[src/rtl/arb_pkg.sv]
// Shared constants, state encoding and round-robin pick helper for rr_dec_arbiter.
package arb_pkg;
  localparam int N_REQ        = 8;
  localparam int IDX_W        = 3;
  localparam int MAX_HOLD_DEF = 16;

  typedef enum logic {IDLE = 1'b0, GRANT = 1'b1} state_t;

  // First set request bit scanning ptr, ptr+1, ... with natural 3-bit wrap.
  function automatic logic [IDX_W-1:0] rr_pick(input logic [N_REQ-1:0] req,
                                               input logic [IDX_W-1:0] ptr);
    logic [IDX_W-1:0] idx;
    logic             found;
    rr_pick = '0;
    found   = 1'b0;
    for (int i = 0; i < N_REQ; i++) begin
      idx = ptr + IDX_W'(i);
      if (!found && req[idx]) begin
        rr_pick = idx;
        found   = 1'b1;
      end
    end
  endfunction
endpackage

[src/rtl/dec3x8_en.sv]
// 3-to-8 one-hot decoder with enable; output is all-zero when en is low.
module dec3x8_en
  import arb_pkg::*;
(
  input  logic [IDX_W-1:0] a,
  input  logic             en,
  output logic [N_REQ-1:0] y
);
  for (genvar g = 0; g < N_REQ; g++) begin : g_bit
    assign y[g] = en & (a == IDX_W'(g));
  end
endmodule

[src/rtl/rr_dec_arbiter.sv]
// Round-robin arbiter for 8 requesters sharing one decoded select bus.
// Each tenure is capped at MAX_HOLD cycles and followed by one idle
// turnaround cycle. Optional macro ARB_LOCK_EN adds a lock input that
// suppresses the timeout release while asserted.
module rr_dec_arbiter
  import arb_pkg::*;
#(
  parameter int MAX_HOLD = MAX_HOLD_DEF
) (
  input  logic             clk,
  input  logic             rst,
  input  logic [N_REQ-1:0] req,
`ifdef ARB_LOCK_EN
  input  logic             lock,
`endif
  output logic [N_REQ-1:0] grant,
  output logic [IDX_W-1:0] grant_idx,
  output logic             grant_vld,
  output logic [7:0]       hold_cnt
);
  localparam logic [7:0] HOLD_LAST = 8'(MAX_HOLD - 1);

  state_t           state;
  logic [IDX_W-1:0] ptr;
  logic [IDX_W-1:0] idx_q;
  logic             vld_q;
  logic [7:0]       hold_q;
  logic             lock_on;

`ifdef ARB_LOCK_EN
  assign lock_on = lock;
`else
  assign lock_on = 1'b0;
`endif

  // Arbitrate in IDLE, track tenure length in GRANT, release on drop or timeout.
  always_ff @(posedge clk) begin
    if (rst) begin
      state  <= IDLE;
      ptr    <= '0;
      idx_q  <= '0;
      vld_q  <= 1'b0;
      hold_q <= '0;
    end else begin
      case (state)
        IDLE: begin
          if (|req) begin
            state  <= GRANT;
            idx_q  <= rr_pick(req, ptr);
            vld_q  <= 1'b1;
            hold_q <= '0;
          end
        end
        GRANT: begin
          if (!req[idx_q] || (hold_q == HOLD_LAST && !lock_on)) begin
            state  <= IDLE;
            vld_q  <= 1'b0;
            idx_q  <= '0;
            hold_q <= '0;
            ptr    <= idx_q + IDX_W'(1);
          end else if (hold_q != HOLD_LAST) begin
            hold_q <= hold_q + 8'd1;
          end
        end
      endcase
    end
  end

  assign grant_idx = idx_q;
  assign grant_vld = vld_q;
  assign hold_cnt  = hold_q;

  dec3x8_en u_dec (
    .a  (idx_q),
    .en (vld_q),
    .y  (grant)
  );
endmodule
[config.mk]
export PLATFORM = sky130hd
export DESIGN_NAME = rr_dec_arbiter
export DESIGN_NICKNAME = d
export VERILOG_FILES = /design/src/rtl/arb_pkg.sv /design/src/rtl/dec3x8_en.sv /design/src/rtl/rr_dec_arbiter.sv
export SDC_FILE = /design/constraint.sdc
export NUM_CORES = 1
export LEC_CHECK = 0
export ABC_CLOCK_PERIOD_IN_PS = 5000
export CAP_MARGIN = 10
export CORE_ASPECT_RATIO = 0.8
export CORE_MARGIN = 3
export CORE_UTILIZATION = 40
export CTS_BUF_LIST = sky130_fd_sc_hd__clkbuf_8
export CTS_CLUSTER_SIZE = 25
export DETAILED_ROUTE_END_ITERATION = 12
export PLACE_DENSITY_LB_ADDON = 0.05
export SLEW_MARGIN = 20
export SYNTH_ARGS = -nofsm -noshare
export SYNTH_HDL_FRONTEND = slang
export SYNTH_SLANG_ARGS = --single-unit
[constraint.sdc]
create_clock -name clk -period 5 [get_ports clk]
set_clock_uncertainty 0.2 [all_clocks]
set_input_delay 0.5 -clock clk [delete_from_list [all_inputs] [get_ports clk]]
set_output_delay 0.5 -clock clk [all_outputs]
set_load 0.05 [all_outputs]
==> run_results.csv <==
group,metric,value,unit
yosys,async_reset_ff_frac,0,
yosys,synthCells,255,
yosys,yosysSeqAreaShare,0.149,
global_routing,grt_use_total,0.195,
cts,clkTransAtPathRegs,0.06,ns
floorplanning,die_h,71.5,um
hold_path,hold_depth,2,
drt,vias_per_cell,6.09,
drt,firstDrtPassIters,4,
floorplanning,coreArea,5090,um2
critical_path,r2r-start,"ptr[1]",
drt,remaining_drc_errors,0,
critical_path,cp-end-kind,"register",
critical_path,timing.critical_path.from,"ptr[1]",
timing,slew_headroom,0.462,
global_routing,grt_max_degree,26,
critical_path,crit_type,"reg2reg",
cts,clkLatencyLatePin,0.25,ns
floorplanning,fp-row-count,23,
cts,cts_tree,"done",
yosys,netlist_area,2140,um2
yosys,synthDistinctLibCells,55,
timing,min_period_over_period,0.740,
hold_path,hold_class,"reg2reg",
critical_path,cp.arrival,3.66,ns
floorplanning,ioPinCount,30,
timing,hold_viol,0,
placement,portBuffers,29,
timing,whs,0.304,ns
timing,fin_crit,3.70,ns
timing,fmax,270,MHz
global_routing,grt_overflow_total,0,
timing,rsz0062_at_grt,"false",
cts,cts_hold_buf,0,
floorplanning,initial_core_util,0.421,
hold_path,min-delay-start,"hold_cnt[7]",
critical_path,r2r_setup_slack,1.30,ns
cts,cts_setup_buffers,0,
timing,worst_pin_slew,0.807,ns
run_status,status,"completed",
yosys,ys_top_cells_by_count,"nand2_1 (23), nor2_1 (18), a21oi_1 (17), dfxtp_1 (16), mux2i_1 (16)",
drt,dr.first_iter.drc_count,103,
floorplanning,fp.dieW,87.9,um
layout,diodes,0,
power,p_leak,0.872,nW
placement,routabilityCongestion,0.881,
yosys,yosysMostFrequentCell,"nand2_1",
timing,tns,0,ns
cts,post_cts_resized,0,
yosys,yosys_register_bits,16,
critical_path,path_max_fanout,24,
floorplanning,dieArea,6280,um2
run,maxCapViolCount,0,
critical_path,cp-start-kind,"register",
drt,vias,2005,
cts,cts_buffer_depth,2,
layout,layout-drive-gt1-share,0.131,
yosys,yosysWarnings,0,
cts,cts_root_buf,"clkbuf_8",
layout,area_delta_synth_final,15.0,%
drt,ant_nets,0,
cts,cts.sink_count,16,
power,peakVddDrop,129,uV
yosys,synth_top_area_cell,"dfxtp_1",
yosys,synthFlopType,"dfxtp_1",
yosys,yosysTopAreaCellShare,0.149,
power,powerDensity,275,nW/um2
yosys,syn-num-nets,274,
global_routing,grt_pass1_vias,1881,
yosys,synth_area_leaders,"dfxtp_1 (15%), mux4_2 (13%), mux2i_1 (7.5%)",
timing,slew_violations,0,
layout,nets,288,
critical_path,r2r_cells,9,
drt,totalWireLength,5770,um
hold_path,holdPathEnd,"hold_cnt[7]",
critical_path,required,4.96,ns
global_routing,antenna_found_initial,0,
cts,numCtsBuffers,3,
timing,setup_viol,0,
drt,routedWlPerCell,17.5,um
yosys,syn_area_per_cell,8.41,um2
cts,cts-htree-levels,1,
yosys,synth-edff-count,0,
placement,hpwl,4170,um
critical_path,r2r_end,"grant_idx[2]",
global_routing,grt_pass1_wl,9700,um
worst max-delay path, cell delays in order (launching register included):
cell and delay (ns):
dfxtp_1 0.30, buf_4 0.30, inv_1 0.10, ha_1 0.83, mux2_2 0.44, mux4_1 0.52
nor3_1 0.35, a32o_1 0.24, a31oi_1 0.05, a221oi_2 0.27
kinds of logic (layout without fill, tap and decap cells):
logic type	Yosys count	count (layout)	share of synthesized area
buffers and inverters	30	42	0.0636
DFF	16	16	0.149
and+or+nand+nor	93	93	0.223
xor gates and xnor gates	4	4	0.0163
muxes	42	42	0.299
adders and majority gates	9	9	0.0525
AOI/OAI and AO/OA	61	61	0.196
registers in the layout, summed over array words and instances (netlist names):
name       cells
grant_idx      3
grant_vld      1
hold_cnt       8
ptr            3
state          1
layer usage:
metal  vias to the layer above  track usage  routed length, um
met1                       948        0.308               3010
met3                         9       0.0517                393
met4                         0       0.0562                 73
li1                        981            -                  -
met2                        67        0.256               2290
met5                         -            0                  0
worst max path at each step:
stage	depth (start not counted)	end
final	9	grant_idx[2]
after detailed placement	9	grant_idx[2]
after floorplan	13	grant_idx[0]
after global placement	9	grant_idx[2]
after CTS	9	grant_idx[2]
after global routing	10	grant_idx[1]
layout by cell type (no fill, tap or decap), types with 7 or more instances in the layout:
cell,synthesis,layout
and2_1,9,9
o21ai_0,10,10
mux2i_1,16,16
dfxtp_1,16,16
nor2_1,18,18
clkdlybuf4s50_1,0,29
mux4_2,12,12
inv_1,7,7
nand3_1,9,9
mux2_2,9,9
nand2_1,23,23
ha_1,9,9
a21oi_1,17,17
through the flow:
step	setup WS [ns]	std cells	area, um2	utilization	power [mW]
after global placement	1.39	326	2420	0.476	0.586
after detailed placement	1.32	326	2420	0.476	0.579
final	1.30	329	2470	0.484	0.679
after global routing	1.10	329	2470	0.484	0.735
after floorplan	1.55	255	2140	-	0.489
after CTS	1.32	329	2470	0.484	0.678
power breakdown:
group	internal, mW	switching, mW	leakage [nW]
clock network	0.0534	0.0431	0.0216
logic	0.184	0.245	0.720
registers	0.138	0.0161	0.130
total	0.375	0.304	0.872
cell type report:
class	count	area, um2
fillers	498	2630
inverters	7	26.3
multi-input cells	209	1690
repair buffers	32	313
clock buffers	3	41.3
flip-flops and latches	16	320
well taps	62	77.6
Note: power is estimated with default switching activity, not from simulation.
